<file path="src/rtl/mult_seq_decomp.sv">
// mult_seq_decomp: sequential digit-decomposed multiplier, one SUB_W x SUB_W partial product per cycle.
// Define MULT_SEQ_SIGNED_EN to add the sgn port for two's-complement operands.
module mult_seq_decomp #(
  parameter int WIDTH = 8,
  parameter int SUB_W = 4
) (
  input  logic               clk,
  input  logic               rst_n,
  input  logic               in_valid,
  output logic               in_ready,
  input  logic [WIDTH-1:0]   A,
  input  logic [WIDTH-1:0]   B,
`ifdef MULT_SEQ_SIGNED_EN
  input  logic               sgn,
`endif
  output logic               out_valid,
  input  logic               out_ready,
  output logic [2*WIDTH-1:0] P,
  output logic               busy
);
  localparam int N = WIDTH / SUB_W;
  localparam int IW = N > 1 ? $clog2(N) : 1;
  localparam logic [IW-1:0] LAST = IW'(N - 1);
  typedef enum logic [1:0] {IDLE, CALC, DONE} state_t;
  state_t state_q;
  logic [WIDTH-1:0] a_q, b_q, a_d, b_d;
  logic [IW-1:0] i_q, j_q;
  logic [2*WIDTH-1:0] acc_q, acc_d, p_d, p_q;
  logic [SUB_W-1:0] a_dig, b_dig;
  logic [2*SUB_W-1:0] prod;
  logic in_ready_q, out_valid_q, busy_q;
`ifdef MULT_SEQ_SIGNED_EN
  logic neg_q, neg_d;
`endif
  always_comb begin
    a_dig = SUB_W'(a_q >> (SUB_W * int'(i_q)));
    b_dig = SUB_W'(b_q >> (SUB_W * int'(j_q)));
    prod = a_dig * b_dig;
    acc_d = acc_q + ((2*WIDTH)'(prod) << (SUB_W * (int'(i_q) + int'(j_q))));
`ifdef MULT_SEQ_SIGNED_EN
    // magnitudes are multiplied; the sign is reapplied when the result is loaded
    a_d = (sgn && A[WIDTH-1]) ? -A : A;
    b_d = (sgn && B[WIDTH-1]) ? -B : B;
    neg_d = sgn && (A[WIDTH-1] ^ B[WIDTH-1]);
    p_d = neg_q ? -acc_d : acc_d;
`else
    a_d = A;
    b_d = B;
    p_d = acc_d;
`endif
  end
  always_ff @(posedge clk or negedge rst_n) begin
    if (!rst_n) begin
      state_q <= IDLE;
      a_q <= '0;
      b_q <= '0;
      i_q <= '0;
      j_q <= '0;
      acc_q <= '0;
      p_q <= '0;
      in_ready_q <= 1'b0;
      out_valid_q <= 1'b0;
      busy_q <= 1'b0;
`ifdef MULT_SEQ_SIGNED_EN
      neg_q <= 1'b0;
`endif
    end else begin
      case (state_q)
        IDLE: begin
          if (in_valid && in_ready_q) begin
            state_q <= CALC;
            a_q <= a_d;
            b_q <= b_d;
            i_q <= '0;
            j_q <= '0;
            acc_q <= '0;
            in_ready_q <= 1'b0;
            busy_q <= 1'b1;
`ifdef MULT_SEQ_SIGNED_EN
            neg_q <= neg_d;
`endif
          end else begin
            in_ready_q <= 1'b1;
          end
        end
        CALC: begin
          acc_q <= acc_d;
          if (i_q == LAST && j_q == LAST) begin
            state_q <= DONE;
            p_q <= p_d;
            out_valid_q <= 1'b1;
          end else if (j_q == LAST) begin
            j_q <= '0;
            i_q <= i_q + IW'(1);
          end else begin
            j_q <= j_q + IW'(1);
          end
        end
        DONE: begin
          if (out_ready) begin
            state_q <= IDLE;
            out_valid_q <= 1'b0;
            busy_q <= 1'b0;
            in_ready_q <= 1'b1;
          end
        end
        default: state_q <= IDLE;
      endcase
    end
  end
  assign in_ready = in_ready_q;
  assign out_valid = out_valid_q;
  assign busy = busy_q;
  assign P = p_q;
endmodule

</file>
<file path="config.mk">
export PLATFORM = sky130hd
export DESIGN_NAME = mult_seq_decomp
export DESIGN_NICKNAME = d
export VERILOG_FILES = /design/src/rtl/mult_seq_decomp.sv
export SDC_FILE = /design/constraint.sdc
export NUM_CORES = 1
export LEC_CHECK = 0
export CAP_MARGIN = 20
export CORE_ASPECT_RATIO = 0.5
export CORE_MARGIN = 5
export CORE_UTILIZATION = 25
export CTS_BUF_LIST = sky130_fd_sc_hd__clkbuf_2 sky130_fd_sc_hd__clkbuf_4 sky130_fd_sc_hd__clkbuf_8
export DETAILED_ROUTE_END_ITERATION = 6
export HOLD_SLACK_MARGIN = 0.06
export PLACE_DENSITY_LB_ADDON = 0.08
export SLEW_MARGIN = 20
export SYNTH_ARGS = -nofsm -noshare
export SYNTH_HDL_FRONTEND = slang
export SYNTH_SLANG_ARGS = --single-unit
export TNS_END_PERCENT = 1
</file>
<file path="constraint.sdc">
create_clock -name clk -period 6.6 [get_ports clk]
set_clock_uncertainty 0.2 [all_clocks]
set_input_delay 0.99 -clock clk [delete_from_list [all_inputs] [get_ports clk]]
set_output_delay 0.99 -clock clk [all_outputs]
set_load 0.02 [all_outputs]
</file>
## Word level (Yosys, flattened, before mapping)

Cells that the tools add are included.

- Bits in registers: 55
- Word-level logic and storage cells: 61
- Input port bits: 20

- Shifts and indexed selects: 3
- $add $sub $neg: 4
- Eq/ne operators: 7
- Mux-type cells: 21
- Multiply operators: 1
- Reductions and logical operators: 15

Operator list:

| kind | count |
|---|---|
| 16-bit one-hot mux with 2 select lines | 1 |
| 16-bit adder | 1 |
| 16-bit 2-to-1 mux | 1 |
| 8-bit by 4-bit << shifter with 16-bit output | 1 |
| 8-bit by 3-bit >> shifter with 4-bit output | 2 |
| 3-bit AND reduction | 4 |
| 1-bit 2-to-1 mux | 10 |
| 2-bit != test, second input constant | 5 |
| 1-bit one-hot mux with 2 select lines | 5 |
| 4-bit by 4-bit multiplier with 8-bit output | 1 |
| 2-bit AND reduction | 4 |
| 2-bit 2-to-1 mux | 3 |
| 2-bit one-hot mux with 3 select lines | 1 |
| 2-bit nonzero test | 3 |
| 4-bit AND reduction | 1 |
| 1-bit adder, second input constant | 2 |
| 1-bit by 1-bit adder with 2-bit output | 1 |
| 2-bit by 1-bit == test with 1-bit output, second input constant | 1 |
| 2-bit == test, second input constant | 1 |
| 1-bit logical AND | 2 |
| 2-bit logical NOT | 1 |

## Depth between registers and ports, before layout

Gate-level depths: netlist (run 1).

- Word-level depth: 5
- Gate-level depth with buffers: 22

## Least setup slack after synthesis (run 1)

Ideal clock, no wire load.

- Path type: register -> register
- From: register j_q
- To: register acc_q[15]
- Setup time: 0.133 ns
- Period minus slack after synthesis: 5.240 ns
- Stages on the path, launching flop included: 22
- Slack: 1.360 ns
- Data arrival time: 4.907 ns
- Cells stage by stage: dfrtp_1 -> buf_2 -> mux2i_1 -> or2_2 -> fa_1 -> inv_1 -> fa_1 -> ha_1 -> a21o_1 -> a221o_1 -> nor2_1 -> xor2_1 -> o21bai_1 -> nor2b_1 -> ha_1 -> and3_1 -> and3_4 -> a211oi_4 -> o221ai_2 -> xnor2_1 -> o211ai_1 -> o31ai_1

- Longest elaborated chain between the ends: 5

Ends and longest elaborated chain:

| element | RTL line | RTL |
|---|---|---|
| from (decl) | 27 | `logic [IW-1:0] i_q, j_q;` |
| from (signal assigned) | 96 | `j_q <= j_q + IW'(1);` |
| 8-bit by 3-bit >> shifter with 4-bit output | 37 | `b_dig = SUB_W'(b_q >> (SUB_W * int'(j_q)));` |
| 4-bit by 4-bit multiplier with 8-bit output | 38 | `prod = a_dig * b_dig;` |
| 8-bit by 4-bit << shifter with 16-bit output * | 39 | `acc_d = acc_q + ((2*WIDTH)'(prod) << (SUB_W * (int'(i_q) + int'(j_q))));` |
| 16-bit adder * | 39 |  |
| 16-bit one-hot mux with 2 select lines * | 68 | `case (state_q)` |
| to (signal assigned) | 59 | `acc_q <= '0;` |
| to (signal assigned) | 76 | `acc_q <= '0;` |
| to (signal assigned) | 87 | `acc_q <= acc_d;` |
| to (decl) | 28 | `logic [2*WIDTH-1:0] acc_q, acc_d, p_d, p_q;` |

Mark *: on every way between the ends. The rest lies on a longest branch, timed or not.
A chain may end at the register's enable or synchronous reset.

## Worst setup path in the final report (run 1)

Same ends and word-level chain as after synthesis.

==> summary.md, run 1 <==
| Metric | Value |
|---|---|
| Status | finished clean |
| Final Util | 0.310 |
| Rows | 30 |
| Post-cts sizing count | 0 |
| Post-Synth XOR/XNOR Area | 0.0421 |
| Crit end category | register |
| Leakage power | 1.91 nW |
| Total GRT Usage | 0.108 |
| Chip Width | 178 um |
| Simple-Gate Fraction of Synth Area | 0.205 |
| Worst vdd ir | 0.000149 V |
| Synth top area cells | dfrtp_1, ha_1, nand2_1 |
| Post-synth EDFFs | 0 |
| Yosys reg bits | 55 |
| Via density | 4.32 |
| Setup TNS | 0 ns |
| Largest net degree at the start of global routing | 56 |
| Slew Viols, Final | 0 |
| Post-synthesis adder-cell area fraction | 0.127 |
| DIE AREA | 16800 sq um |
| Clk Latency, worst-skew pair | 0.32 ns |
| Fin nets | 484 |
| CP startpoint kind | register |
| Worst endpoint required time | 6.60 ns |
| Average cell area after synthesis | 8.83 sq um |
| Die H | 94.1 um |
| Reg2Reg Setup Slack | 0.94 ns |
| Leading area contributor after synthesis | dfrtp_1 |
| Hold Buf Count CTS | 0 |
| ANT cells | 0 |
| Area growth from synthesis to layout | 20.1% |
| Number of distinct library cells after synthesis | 45 |
| Total Wirelength | 8650 um |
| Final Setup Violations | 0 |
| Max Fclk | 0.177 GHz |
| Tmin final | 5.66 ns |
| Synth Instances | 400 |
| Clk sinks | 55 |
| Mapped Nets | 453 |
| Post-route antenna net violation count | 0 |
| Share of cells above drive strength 1 | 0.0625 |
| Register area share after synthesis | 0.390 |
| Critical Setup Path Class | reg2reg |
| CTS HTree Levels | 2 |
| Port bufs | 38 |
| RSZ-0062 raised after global routing | no |
| Ys flop type | dfrtp_1 |
| Max Buffers Root-to-Sink | 2 |
| Worst Path Arrival | 5.66 ns |
| WL/cell | 13.9 um |
| First-pass GRT wire length | 14300 um |
| Placeable Area | 13700 sq um |
| Largest family of logic cells by synthesized area | simple AND/OR/NAND/NOR gates |
| Via count | 2694 |
| Initial antenna violation count | 0 |
| DRC | 0 |
| Critical path fanouts, max | 8 |
| CTS Root Cell | clkbuf_8 |
| Filler instances | 1457 |
| CTS tree | done |
| CTS buffer count | 5 |
| Top-count cell post-synth | nand2_1 |
| Overflow after GRT | 0 |
| Placed wire-length estimate | 6480 um |
| Pre-antenna DRT Iters | 4 |
| DRT iter0 DRCs | 147 |
| Most frequent cells after synthesis | nand2_1, dfrtp_1, ha_1 |
| Max_cap viols | 0 |
| Post-CTS Setup Bufs | 0 |
| Mux cell area share after synthesis | 0.0347 |
| Cell area after synthesis | 3530 sq um |
| Slew HR | 0.481 |
| Synth warn | 0 |
| Min-Delay Path Class | reg2reg |
| Area share of the largest cell type after synthesis | 0.390 |
| GP Congestion | 0.811 |
| Complex-gate fraction of the synthesized area | 0.164 |
| Power Density | 558 nW/um^2 |
| Final Cycle Share | 0.857 |
| Least-Margin Pin Slew | 0.778 ns |
| Asr flop ratio synth | 1.00 |
| I/O pin cnt | 39 |
| Fin. Hold Viols | 0 |
| Worst-path clk slew | 0.11 ns |
| Initial core utilization | 0.258 |
| Vias in the first global route | 2755 |
==> cell type report <==
type / count / area, sq um / area share
clock buffer: 5 / 68.8 / 0.0162
clock inverter: 3 / 67.6 / 0.0159
inverter: 17 / 63.8 / 0.0150
multi-input combinational: 311 / 2030 / 0.478
sequential: 55 / 1380 / 0.324
tap: 192 / 240 / 0.0566
timing repair buffer: 41 / 398 / 0.0937
==> report_power, final <==
part           total (W)  internal [W]  switching, W  leakage [nW]
Combinational    0.00152      0.000607      0.000909          1.15
Sequential      0.000575      0.000481     0.0000945         0.702
Clock           0.000277      0.000152      0.000125        0.0644
Total            0.00237       0.00124       0.00113          1.91
==> final timing paths <==
check                      startpoint         to  depth (start not counted)
max reg2reg                       j_q  acc_q[15]                         20
min in group asynchronous       rst_n     b_q[4]                          2
min                            a_q[0]     a_q[0]                          2
min reg2reg                    a_q[0]     a_q[0]                          2
max in group asynchronous       rst_n  acc_q[15]                          2
max                               j_q  acc_q[15]                         20
==> cell usage in the layout, fill, tap and decap left out, types with 2 or more instances in the layout <==
| cell | Yosys | layout |
|---|---|---|
| a21oi_1 | 14 | 14 |
| bufinv_16 | 0 | 2 |
| nor3_1 | 5 | 5 |
| or2_2 | 5 | 5 |
| o22ai_1 | 2 | 2 |
| fa_1 | 5 | 5 |
| clkdlybuf4s50_1 | 0 | 37 |
| ha_1 | 28 | 28 |
| o21bai_1 | 6 | 6 |
| nor2_1 | 26 | 26 |
| and2_1 | 2 | 2 |
| clkbuf_8 | 0 | 5 |
| nand3_1 | 21 | 20 |
| xnor2_1 | 9 | 9 |
| o21a_1 | 4 | 4 |
| mux2i_1 | 10 | 10 |
| buf_4 | 0 | 3 |
| xor2_1 | 8 | 8 |
| a22o_1 | 2 | 2 |
| nand2b_1 | 5 | 5 |
| o31ai_1 | 8 | 8 |
| inv_1 | 17 | 17 |
| nor2b_1 | 10 | 10 |
| o21ai_0 | 21 | 21 |
| a21o_1 | 4 | 4 |
| nand4_1 | 2 | 2 |
| dfrtp_1 | 55 | 55 |
| nand2_1 | 77 | 77 |
| and3_1 | 4 | 4 |
| mux2_2 | 2 | 2 |
| a211oi_1 | 3 | 3 |
| o21ai_1 | 14 | 14 |
==> critical path, cell delays in order (launching register included) <==
cell      delay (ns)
dfrtp_1         0.54
mux2i_1         0.19
or2_2           0.34
fa_1            0.53
inv_1           0.05
fa_1            0.49
ha_1            0.30
a21o_1          0.19
a221o_1         0.33
nor2_1          0.13
xor2_1          0.22
o21bai_1        0.12
nor2b_1         0.18
ha_1            0.39
and3_1          0.19
and3_4          0.19
a211oi_4        0.34
o221ai_2        0.18
xnor2_1         0.16
o211ai_1        0.16
o31ai_1         0.10
==> through the flow <==
step	cells	setup slack [ns]	cell area (sq um)	total power, W	hold WS (ns)
floorplan	400	1.36	3530	0.00169	0.245
global placement	616	1.03	4110	0.00213	0.264
detailed placement	616	0.897	4110	0.00212	0.264
CTS	624	0.883	4250	0.00241	0.293
global route	624	0.573	4250	0.00262	0.317
finish	624	0.943	4250	0.00237	0.282
==> per-layer routing <==
metal / global-route usage / routed length [um] / part of all wire / vias to the layer above
li1: - / - / - / 1439
met4: 0.0212 / 63 / 0.0073 / 0
met3: 0.0249 / 266 / 0.031 / 4
met5: 0 / 0 / 0 / -
met1: 0.158 / 4910 / 0.57 / 1213
met2: 0.164 / 3410 / 0.39 / 38
==> flip-flops by register name, summed over array words and instances (netlist names), 2 cells and up <==
| register | flops |
|---|---|
| P | 16 |
| a_q | 8 |
| acc_q | 16 |
| b_q | 8 |
| state_q | 2 |
==> cell families (layout without fill, tap and decap cells) <==
logic type / after synthesis / count (layout)
simple gates: 161 / 161
compound gates: 88 / 88
flops: 55 / 55
buf+inv: 34 / 66
fa+ha+maj: 33 / 33
xor+xnor: 17 / 17
mux: 12 / 12
Note: power is estimated with default switching activity, not from simulation.
==> inputs of run 2 (changes only) <==
--- a/config.mk
+++ b/config.mk
@@ -13,3 +13,2 @@
 export DETAILED_ROUTE_END_ITERATION = 6
-export HOLD_SLACK_MARGIN = 0.06
 export PLACE_DENSITY_LB_ADDON = 0.08
--- a/constraint.sdc
+++ b/constraint.sdc
@@ -4,2 +4,2 @@
 set_output_delay 0.99 -clock clk [all_outputs]
-set_load 0.02 [all_outputs]
+set_load 0.05 [all_outputs]
==> results of run 2 <==
The final DEF is identical to that of run 1. Status: finished clean.
Among the figures that moved: total power 0.00237 W -> 0.00247 W
==> inputs of run 3 (changes only) <==
Settings changed: CORE_MARGIN 5 to default.
==> summary.md, run 3 (same netlist as run 1, synthesis figures left out) <==
| Metric | Value |
|---|---|
| Placed wire-length estimate | 6200 um |
| Sequential cell area | 1380 sq um |
| Setup TNS | 0 ns |
| Max Buffers Root-to-Sink | 2 |
| Via density | 4.36 |
| Most frequent cells in the layout | nand2_1, dfrtp_1, clkdlybuf4s50_1, ha_1, nor2_1 |
| Post-CTS Setup Bufs | 0 |
| DRT iter0 DRCs | 89 |
| Worst Path Arrival | 5.74 ns |
| Slew HR | 0.465 |
| Clk sinks | 55 |
| Initial antenna violation count | 0 |
| Tmin final | 5.73 ns |
| Crit path cell chain | mux2i_1 > or2_2 > fa_1 > inv_1 > fa_1 > ha_1 > and3_1 > a221o_1 > nor2_1 > xor2_1 > o21bai_1 > nor2b_1 > ha_1 > and3_1 > and3_4 > a211oi_4 > o221ai_2 > xnor2_1 > o211ai_1 > o31ai_1 |
| WL/cell | 13.5 um |
| Clk Latency, worst-skew pair | 0.33 ns |
| Crit end category | register |
| Area growth from synthesis to layout | 18.7% |
| Critical path fanouts, max | 8 |
| Placeable Area | 13700 sq um |
| Fin nets | 483 |
| Rows | 30 |
| CTS HTree Levels | 2 |
| CP max stage cell | dfrtp_1 |
| Post-cts sizing count | 0 |
| Final Util | 0.307 |
| DIE AREA | 14600 sq um |
| Fin Hold WS | 0.286 ns |
| Vias in the first global route | 2741 |
| Die H | 86.1 um |
| Final Cycle Share | 0.869 |
| Slew Viols, Final | 0 |
| Chip Width | 170 um |
| Largest net degree at the start of global routing | 56 |
| Commonest non-fill, non-tap cell in the layout | nand2_1 |
| First-pass GRT wire length | 14300 um |
| Total Wirelength | 8420 um |
| Share of cells above drive strength 1 | 0.0626 |
| Min-Delay Path Class | reg2reg |
| CP startpoint kind | register |
| Critical path's largest stage delay | 0.55 ns |
| CTS tree | done |
| Max_cap viols | 0 |
| DRC | 0 |
| CTS buffer count | 5 |
| Overflow after GRT | 0 |
| Least-Margin Pin Slew | 0.802 ns |
| Status | finished clean |
| RSZ-0062 raised after global routing | no |
| Initial core utilization | 0.259 |
| Pre-antenna DRT Iters | 4 |
| Critical Setup Path Class | reg2reg |
| Port bufs | 38 |
| Hold Buf Count CTS | 0 |
| Max Fclk | 0.174 GHz |
| Fin. Hold Viols | 0 |
| I/O pin cnt | 39 |
| Multi-input combinational cell area | 2030 sq um |
| GP Congestion | 0.776 |
| Final Setup Violations | 0 |
| Post-route antenna net violation count | 0 |
| CTS Root Cell | clkbuf_8 |
| Via count | 2714 |
| Total GRT Usage | 0.126 |
| ANT cells | 0 |
| Worst endpoint required time | 6.61 ns |
| Filler instances | 1496 |
| Worst-path clk slew | 0.11 ns |
[run 3: layout make-up]
| cell class | instances | area share |
|---|---|---|
| clock inverters | 3 | 0.00477 |
| well taps | 192 | 0.0573 |
| multi-input cells | 311 | 0.485 |
| flip-flops and latches | 55 | 0.328 |
| inverters | 17 | 0.0152 |
| repair buffers | 40 | 0.0931 |
| clock buffers | 5 | 0.0164 |
[run 3: critical path: cells and delay by family, from the launching register on]
family,cells,cell delay (ns)
muxes,1,0.19
buffers and inverters,1,0.06
and+or+nand+nor,6,1.24
DFF,1,0.55
adders and majority gates,4,1.69
AOI/OAI and AO/OA,6,1.29
xor gates and xnor gates,2,0.39
[run 3: layer usage]
metal	wire [um]	GRT usage	up-vias
met5	0	0	-
li1	-	-	1432
met2	3440	0.194	37
met3	285	0.0286	6
met1	4630	0.181	1239
met4	70	0.0246	0
[run 3: path summary, 6_finish.rpt]
kind	slack, ns	end	from	cells after the start
max	0.87	acc_q[15]	j_q	20
min	0.29	a_q[0]	a_q[0]	2
min in group asynchronous	0.59	P[14]	rst_n	2
min reg2reg	0.29	a_q[0]	a_q[0]	2
max reg2reg	0.87	acc_q[15]	j_q	20
max in group asynchronous	5.10	b_q[2]	rst_n	2
[run 3: through the flow]
step                      setup WS [ns]  area [sq um]  std cells
final                             0.865          4190        623
after global routing              0.528          4190        623
after CTS                         0.853          4190        623
after detailed placement          0.915          4100        615
after global placement             1.07          4100        615
after floorplan                    1.36          3530        400
Power of run 3 is left out: the tool's default activity adds up to more than one toggle a clock period on the data nets, which glitch-free logic cannot reach.
